==> src/rtl/quad_sample_scheduler.sv <==
// Periodic quadrature-count sampler: zero offset, per-period velocity, valid/ready output, overrun flag.
// Optional build macro VELOCITY_FILTER_EN adds an IIR velocity filter with shift FILTER_SHIFT.
module quad_sample_scheduler #(
    parameter int FILTER_SHIFT = 2
) (
    input  logic        clk,
    input  logic        reset,
    input  logic [31:0] count,
    input  logic        enable,
    input  logic [31:0] period,
    input  logic        zero_req,
    input  logic        clear_overrun,
    output logic        sample_valid,
    input  logic        sample_ready,
    output logic [31:0] position,
    output logic [31:0] velocity,
    output logic        overrun
);

    typedef enum logic [1:0] {IDLE, RUN, CAPTURE} state_t;

    state_t      state, state_next;
    logic [31:0] timer;
    logic [31:0] offset;
    logic [31:0] prev_pos;
    logic        first;

    logic        capture;
    logic        eff_first;
    logic [31:0] pos_now;
    logic signed [31:0] delta;
    logic [31:0] vel_now;

    if (FILTER_SHIFT < 0 || FILTER_SHIFT > 31) begin : g_bad_shift
        $error("FILTER_SHIFT must be in 0..31");
    end

    // RUN leaves at timer<=1 so that CAPTURE itself counts as one cycle of the period.
    always_comb begin
        state_next = state;
        case (state)
            IDLE:    if (enable && period != '0) state_next = RUN;
            RUN: begin
                if (!enable || period == '0) state_next = IDLE;
                else if (timer <= 32'd1)     state_next = CAPTURE;
            end
            CAPTURE: begin
                if (!enable || period == '0) state_next = IDLE;
                else if (period == 32'd1)    state_next = CAPTURE;
                else                         state_next = RUN;
            end
            default: state_next = IDLE;
        endcase
    end

    assign capture = (state == CAPTURE);

    // A zero request in the capture cycle is applied before the sample is taken.
    always_comb begin
        eff_first = first || zero_req;
        pos_now   = zero_req ? '0 : count - offset;
        delta     = signed'(pos_now - (zero_req ? 32'd0 : prev_pos));
    end

`ifdef VELOCITY_FILTER_EN
    logic signed [31:0] acc;
    logic signed [31:0] acc_next;

    always_comb begin
        acc_next = eff_first ? '0 : acc + ((delta - acc) >>> FILTER_SHIFT);
        vel_now  = acc_next;
    end

    always_ff @(posedge clk) begin
        if (reset)        acc <= '0;
        else if (capture) acc <= acc_next;
        else if (zero_req) acc <= '0;
    end
`else
    always_comb begin
        vel_now = eff_first ? '0 : delta;
    end
`endif

    always_ff @(posedge clk) begin
        if (reset) begin
            state        <= IDLE;
            timer        <= '0;
            offset       <= '0;
            prev_pos     <= '0;
            first        <= 1'b1;
            position     <= '0;
            velocity     <= '0;
            sample_valid <= 1'b0;
            overrun      <= 1'b0;
        end else begin
            state <= state_next;

            if (zero_req) begin
                offset   <= count;
                prev_pos <= '0;
                first    <= 1'b1;
            end

            case (state)
                IDLE: begin
                    if (state_next == RUN) begin
                        timer <= period - 32'd1;
                        first <= 1'b1;
                    end
                end
                RUN: timer <= timer - 32'd1;
                CAPTURE: begin
                    timer    <= period - 32'd1;
                    position <= pos_now;
                    velocity <= vel_now;
                    prev_pos <= pos_now;
                    first    <= 1'b0;
                end
                default: ;
            endcase

            if (capture)                          sample_valid <= 1'b1;
            else if (sample_valid && sample_ready) sample_valid <= 1'b0;

            if (capture && sample_valid && !sample_ready) overrun <= 1'b1;
            else if (clear_overrun)                       overrun <= 1'b0;
        end
    end

endmodule
==> config.mk <==
export PLATFORM = sky130hd
export DESIGN_NAME = quad_sample_scheduler
export DESIGN_NICKNAME = d
export VERILOG_FILES = /design/src/rtl/quad_sample_scheduler.sv
export SDC_FILE = /design/constraint.sdc
export NUM_CORES = 1
export LEC_CHECK = 0
export CAP_MARGIN = 40
export CORE_ASPECT_RATIO = 0.6
export CORE_MARGIN = 4
export CORE_UTILIZATION = 40
export CTS_CLUSTER_SIZE = 8
export DETAILED_ROUTE_END_ITERATION = 6
export GPL_ROUTABILITY_DRIVEN = 0
export GPL_TIMING_DRIVEN = 1
export PLACE_DENSITY = 0.69
export SKIP_LAST_GASP = 1
export SYNTH_ARGS = -nofsm -noshare
export SYNTH_HDL_FRONTEND = slang
export SYNTH_SLANG_ARGS = --single-unit
==> constraint.sdc <==
create_clock -name clk -period 13.39 [get_ports clk]
set_clock_uncertainty 0.15 [all_clocks]
set_input_delay 2.0085 -clock clk [delete_from_list [all_inputs] [get_ports clk]]
set_output_delay 2.0085 -clock clk [all_outputs]
set_load 0.005 [all_outputs]
## Word-level counts from Yosys, hierarchy flattened

Index checks and enable logic that the tools add are counted.

- Word-level logic and storage cells: 53
- Bits in registers: 165
- Input port bits: 70

- Reduce and logical (&&, ||, !) cells: 15
- Add/sub/neg operators: 4
- Equal/unequal tests: 5
- Mux-type cells: 19
- Order comparisons: 1

Operators with widths:

| kind | count |
|---|---|
| 32-bit 2-to-1 mux | 5 |
| 32-bit case mux with 3 select lines | 1 |
| 32-bit by 1-bit subtractor with 32-bit output (second input constant) | 2 |
| 32-bit subtractor | 2 |
| 32-bit by 1-bit equality test with 1-bit output (second input constant) | 1 |
| 32-bit by 1-bit <= comparator with 1-bit output (second input constant) | 1 |
| 32-bit logical NOT | 1 |
| 32-bit nonzero test | 1 |
| 2-bit 2-to-1 mux | 5 |
| 1-bit 2-to-1 mux | 6 |
| 2-bit case mux with 3 select lines | 1 |
| 2-bit by 1-bit equality test with 1-bit output (second input constant) | 2 |
| 1-bit logical AND | 4 |
| 2-bit nonzero test | 2 |
| 3-bit nonzero test | 1 |
| 2-bit equality test (second input constant) | 1 |
| 1-bit logical NOT | 2 |
| 2-bit logical NOT | 1 |
| 1-bit logical OR | 2 |
| 2-bit != test (second input constant) | 1 |
| 1-bit case mux with 2 select lines | 1 |
| 2-bit AND reduction | 1 |

## Longest topological paths before layout

Gate-level depths: netlist of run 1.

- Word-level depth: 7
- Depth in mapped cells: 24
- Mapped depth without buffers: 24

## Worst setup path after synthesis of run 1

Ideal clock, no wire load.

- Path type: input port to flip-flop
- Start point: in count[3]
- End point: reg velocity[31]
- Arrival: 6.496 ns
- Cell stages on the path: 23
- Slack: 6.627 ns
- Path buffers: 1
- Setup time: 0.117 ns
- Cells stage by stage: ha_1 -> a21o_1 -> a21oi_1 -> a21boi_0 -> o21bai_1 -> a21oi_1 -> a311o_1 -> a21o_1 -> a21oi_1 -> xor2_1 -> nor2_1 -> ha_1 -> clkbuf_1 -> a21o_1 -> a31o_2 -> a221o_1 -> or3_1 -> o21a_1 -> a21o_1 -> a31o_2 -> a21oi_1 -> xnor2_1 -> a22o_1

- Cells in the longest elaborated chain, start to end: 4

RTL lines:

| item | line | source |
|---|---|---|
| start, declared | 8 | `input logic [31:0] count,` |
| 32-bit subtractor | 61 | `pos_now = zero_req ? '0 : count - offset;` |
| 32-bit 2-to-1 mux | 61 |  |
| via pos_now[19] | 30 | `logic [31:0] pos_now;` |
| 32-bit subtractor | 62 | `delta = signed'(pos_now - (zero_req ? 32'd0 : prev_pos));` |
| 32-bit 2-to-1 mux | 81 | `vel_now = eff_first ? '0 : delta;` |
| end signal, assigned | 116 | `velocity <= vel_now;` |
| end, declared | 16 | `output logic [31:0] velocity,` |

The timed path passes the listed nets, and every way through them passes these cells.
A chain may end at the register's enable or synchronous reset.

## Final worst setup path of run 1

- Start point: in count[0]
- End point: reg velocity[31]

Same word-level chain as after synthesis.

==> flow_summary.yaml, run 1 <==
cells_and_area:
  n_fill_cell: 2467
  layout_common_cells: "dfxtp_1 (165), nor2_1 (151), clkdlybuf4s50_1 (133), nand2_1 (119), a21oi_1 (107)"
  ff_latch_area_um2: 3300
  antenna_cells: 0
  area_delta_synth_final_pct: 20.9
  multiInputGateArea_um2: 6720
  layout_commonest_cell: "dfxtp_1"
  finish.utilization: 0.497
  drive_gt1_frac: 0.0471
  layout.nets: 1572
synthesis:
  yosys.area_share.adder: 0.0871
  synthCells: 1333
  syn_area_per_cell_um2: 7.89
  synth_warnings: 0
  synthesis.area_um2: 10500
  synth_compound_area_frac: 0.233
  synth_edf_count: 0
  synth_top_family_by_area: "compound AO/OA/AOI/OAI gates"
  ys_seq_area_frac: 0.314
  ys.flop_type: "dfxtp_1"
  syn-num-nets: 1475
  ys_types: 66
  synth_simple_gate_area_frac: 0.217
  synth.area.mux_share: 0.0333
  synth_xor_area_frac: 0.0675
  ys_seq_elements: 165
  synth-async-reset-ratio: 0
sta:
  fin_tns_setup_ns: 0
  post-route-period-util: 0.562
  fin_crit_ns: 7.53
  maxSlewViolCount: 0
  tightestPinTransition_ns: 0.807
  setup_viol: 0
  max_freq_ghz: 0.133
  hold_violations: 0
  relSlewSlack: 0.461
  rsz0062_at_grt: "false"
worst_setup_path:
  cp_max_fo: 6
  rr_worst_depth: 21
  end_kind: "flop"
  start_kind: "input pin"
  cp_data_arrival_time_ns: 7.71
  crit_type: "input pin to flop"
  cp.required_ns: 13.57
global_route:
  grt_pass1_vias: 8593
  grt_pass1_wl_mm: 47.3
  grt_remaining_overflow: 0
  antenna_found_initial: 0
  grt_max_degree: 78
  grt_usage: 0.201
detailed_routing:
  vias: 9802
  drcViolationCount: 0
  postRouteWirelength_mm: 29.9
  dr.pass1.iters: 5
  viasPerCell: 5.46
  drtAntennaViolNets: 0
  drt_iter0_drc: 930
  wl_per_cell_um: 16.7
worst_hold_path:
  hold_depth: 2
  holdCritPathClass: "flop to flop"
power_and_ir_drop:
  leakage_nw: 4.85
  ir_drop_mv: 0.0776
  power_density_nw_per_um2: 113
floorplanning:
  rows: 45
  fp.dieArea_um2: 29000
  core_um2: 25600
  die_height_um: 134
  die_x_um: 217
  start_util: 0.411
  ios: 136
job:
  maxCapViolCount: 0
clock_network:
  clockBufferDepth: 2
  htreeDepth: 4
  cts_buffers: 17
  cts-hold-fix-buffers: 0
  clk_latency_ns: 0.44
  cts_tree: "built"
  clock-sinks: 165
  path_clk_slew_ns: 0.07
  cts_setup_buffers: 0
  clockRootBuffer: "clkbuf_16"
  cts.repair.resized: 0
placed_design:
  port_buffers: 135
  hpwl_mm: 22.7
status:
  status: "finished, final reports clean"
flip-flops by register name, indices dropped and copies added, names as in the netlist:
signal,count
velocity,32
first,1
offset,32
state,2
sample_valid,1
prev_pos,32
position,32
timer,32
overrun,1
power breakdown:
part,switching (mW),leakage [nW],total (mW),internal (mW)
Sequential,0.0158,1.34,0.523,0.508
Combinational,0.258,3.25,0.438,0.180
Clock,0.217,0.256,0.474,0.257
Total,0.490,4.85,1.44,0.945
worst max-delay path, cell delays in order:
cell             delay (ns)
clkdlybuf4s50_1        0.52
inv_1                  0.06
ha_1                   0.22
fa_1                   0.39
nor2b_1                0.16
o21ai_0                0.12
a21oi_1                0.27
o21ai_0                0.19
a2111oi_0              0.64
a221oi_1               0.23
o21ai_0                0.34
xnor2_1                0.26
nor2_1                 0.09
ha_1                   0.43
a21oi_1                0.17
o21ai_0                0.16
or3_1                  0.37
o21a_1                 0.20
a21o_1                 0.19
a31o_2                 0.24
a21oi_1                0.17
xnor2_1                0.09
a22o_1                 0.20
final timing paths:
check	from	endpoint	slack [ns]
setup / recovery	count[0]	velocity[31]	5.86
hold / removal	position[22]	position[22]	0.30
setup reg to reg	offset[0]	velocity[31]	7.68
hold reg to reg	position[22]	position[22]	0.30
kinds of logic (layout without fill, tap and decap cells):
group	count (synthesis)	count (layout)
and+or+nand+nor	466	466
DFF	165	165
buffers and inverters	134	244
xor gates and xnor gates	81	81
adders and majority gates	72	72
AOI/OAI and AO/OA	380	380
muxes	35	35
per-layer routing:
metal  GRT usage  part of all wire  up-vias
li1            -                 -     4943
met1       0.342              0.56     4539
met2       0.245              0.36      303
met3      0.0435             0.066       17
met4      0.0413            0.0094        0
met5           0                 0        -
metrics by stage:
step / power (mW) / setup slack (ns) / hold WS, ns / cells / area [µm²]
6_report: 1.44 / 5.86 / 0.304 / 1795 / 12700
2_1_floorplan: 0.842 / 6.63 / 0.289 / 1333 / 10500
4_1_cts: 1.44 / 5.90 / 0.308 / 1795 / 12700
3_3_place_gp: 0.955 / 5.63 / 0.288 / 1761 / 12100
5_1_grt: 1.51 / 5.44 / 0.337 / 1795 / 12700
3_5_place_dp: 0.961 / 5.45 / 0.292 / 1763 / 12200
final cells by class:
cell class | count | share of cell area
clock buffers | 18 | 0.0338
inverters | 66 | 0.0195
clock inverters | 14 | 0.0101
well taps | 352 | 0.0346
flip-flops and latches | 165 | 0.260
multi-input cells | 1034 | 0.528
repair buffers | 146 | 0.114
Yosys cell counts (3+ instances only):
cell type | instances | area, µm²
a22o_1 | 11 | 96.3
o22ai_1 | 27 | 169
xor2_1 | 36 | 315
and4_1 | 4 | 35.0
nand4_1 | 9 | 56.3
o21bai_1 | 9 | 67.6
and3_1 | 7 | 43.8
a31oi_1 | 4 | 25.0
o21a_1 | 7 | 52.6
buf_1 | 5 | 18.8
or3_1 | 14 | 87.6
mux2i_1 | 35 | 350
nand3_1 | 14 | 70.1
a221oi_1 | 3 | 26.3
ha_1 | 70 | 876
o21ai_0 | 69 | 345
a22oi_1 | 34 | 255
a21oi_1 | 107 | 536
xnor2_1 | 45 | 394
clkbuf_1 | 58 | 218
o211ai_1 | 7 | 52.6
inv_1 | 66 | 248
nor4_1 | 12 | 75.1
nand3b_1 | 4 | 30.0
buf_2 | 5 | 25.0
o31ai_1 | 5 | 37.5
nor3b_1 | 3 | 22.5
dfxtp_1 | 165 | 3300
or2_2 | 6 | 37.5
or4_1 | 6 | 45.0
nand2_1 | 119 | 447
a21boi_0 | 4 | 30.0
nor3_1 | 30 | 150
o41ai_1 | 4 | 35.0
nand2b_1 | 62 | 388
o32ai_1 | 9 | 78.8
nor2b_1 | 11 | 68.8
a211oi_1 | 23 | 173
nor2_1 | 151 | 567
and2_1 | 4 | 25.0
a21o_1 | 38 | 285
a31o_2 | 3 | 26.3
Power figures use the tool's default switching activity.
==> inputs of run 2 (changes only) <==
- PLACE_DENSITY: 0.69 -> 0.71
- clock period: 13.39 -> 6.2 ns (I/O delays scaled with it)
==> run 2 against run 1 <==
  * Die area unchanged
  * Non-clock buffer count increased by 60
  * Worst setup slack got worse by 5.6 ns
  * Combinational power increased by 140%
  * Largest cell class unchanged
==> flow_summary.yaml, run 2 (synthesis gave the netlist of run 1 again) <==
detailed_routing:
  drtAntennaViolNets: 0
  postRouteWirelength_mm: 31.2
  vias: 10107
  viasPerCell: 5.45
  drt_iter0_drc: 941
  drcViolationCount: 0
  dr.pass1.iters: 5
  wl_per_cell_um: 16.8
placed_design:
  port_buffers: 135
  place_area_um2: 12600
  hpwl_mm: 23.7
cells_and_area:
  drive_gt1_frac: 0.0885
  antenna_cells: 0
  ff_latch_area_um2: 3300
  layout.nets: 1632
  multiInputGateArea_um2: 6740
  n_fill_cell: 2451
  layout_commonest_cell: "dfxtp_1"
  area_delta_synth_final_pct: 25.5
  fin_area_um2: 13200
  finish.utilization: 0.516
  layout_common_cells: "dfxtp_1 (165), nor2_1 (151), clkdlybuf4s50_1 (133), nand2_1 (119), a21oi_1 (107)"
sta:
  fin_crit_ns: 5.98
  setup_viol: 0
  relSlewSlack: 0.426
  fin_tns_setup_ns: 0
  post-route-period-util: 0.964
  tightestPinTransition_ns: 0.862
  hold_slack_ns: 0.308
  rsz0062_at_grt: "true"
  maxSlewViolCount: 0
  max_freq_ghz: 0.167
  hold_violations: 0
clock_network:
  cts_tree: "built"
  cts_buffers: 17
  clock-sinks: 165
  path_clk_slew_ns: 0.07
  clockRootBuffer: "clkbuf_16"
  htreeDepth: 4
  clockBufferDepth: 2
  clk_latency_ns: 0.44
  cts-hold-fix-buffers: 0
worst_setup_path:
  reg2reg_slack_ns: 0.74
  cp_data_arrival_time_ns: 6.17
  end_kind: "flop"
  crit_type: "input pin to flop"
  start_kind: "input pin"
  cp_max_fo: 3
  cp.required_ns: 6.39
global_route:
  grt_remaining_overflow: 0
  grt_pass1_vias: 9221
  gr-usage-met2: 0.274
  met1_usage: 0.341
  grt_max_degree: 78
  antenna_found_initial: 0
  grt_busiest_layer: "met1"
  grt_usage: 0.210
  grt_pass1_wl_mm: 49.8
  use_met3: 0.0383
power_and_ir_drop:
  leakage_nw: 5.16
  ir_drop_mv: 0.195
  power_density_nw_per_um2: 245
status:
  status: "finished, final reports clean"
floorplanning:
  fp.dieArea_um2: 29000
  core_um2: 25600
  start_util: 0.411
  ios: 136
  die_x_um: 217
  die_height_um: 134
  rows: 45
worst_hold_path:
  holdCritPathClass: "flop to flop"
job:
  maxCapViolCount: 0
-- run 2: path summary, 6_finish.rpt --
check | endpoint | startpoint | cells past startpoint
worst max register to register | velocity[31] | offset[1] | 23
worst min register to register | position[17] | position[17] | 2
worst min-delay path | position[17] | position[17] | 2
worst max-delay path | velocity[31] | count[1] | 23
-- run 2: worst max-delay path, stage by stage --
cell	delay [ns]
clkdlybuf4s50_1	0.50
ha_1	0.23
nor2b_1	0.14
o2111ai_1	0.23
a21boi_0	0.17
o21bai_1	0.17
a21oi_1	0.11
a311o_1	0.41
a21o_1	0.18
a21oi_1	0.18
xor2_1	0.30
nor2_1	0.10
ha_1	0.37
a21o_1	0.22
a31o_2	0.21
a221o_1	0.30
or3_1	0.31
o21a_1	0.20
a21o_1	0.19
a31o_2	0.23
a21oi_1	0.20
xnor2_1	0.09
a22o_1	0.19
-- run 2: cell type report --
cell class / instances / share of cell area
Clock inverter: 15 / 0.0116
Inverter: 66 / 0.0188
Timing Repair Buffer: 206 / 0.143
Tap cell: 352 / 0.0334
Sequential cell: 165 / 0.250
Multi-Input combinational cell: 1034 / 0.511
Clock buffer: 17 / 0.0322
-- run 2: power by group --
part	internal, mW	switching, mW	leakage (nW)
Combinational	0.470	0.589	3.54
Clock	0.537	0.506	0.282
Sequential	1.10	0.0355	1.34
Total	2.10	1.13	5.16
-- run 2: per-layer routing --
layer,vias up,share of wire
li1,5054,-
met1,4699,0.55
met2,317,0.38
met3,37,0.057
met4,0,0.017
met5,-,0
-- run 2: what timing repair did --
item                                    CTS  global route
gates resized for setup                   0             7
endpoints found under the setup margin    0             3
setup buffers                             0             1
-- run 2: through the flow --
stage                     power (mW)  instances  worst slack [ns]
after global routing            3.41       1855           -0.0465
after global placement          2.16       1820            -0.145
after floorplan                 1.82       1333             0.515
after CTS                       3.24       1854             0.248
after detailed placement        2.18       1822            -0.217
final                           3.23       1855             0.221
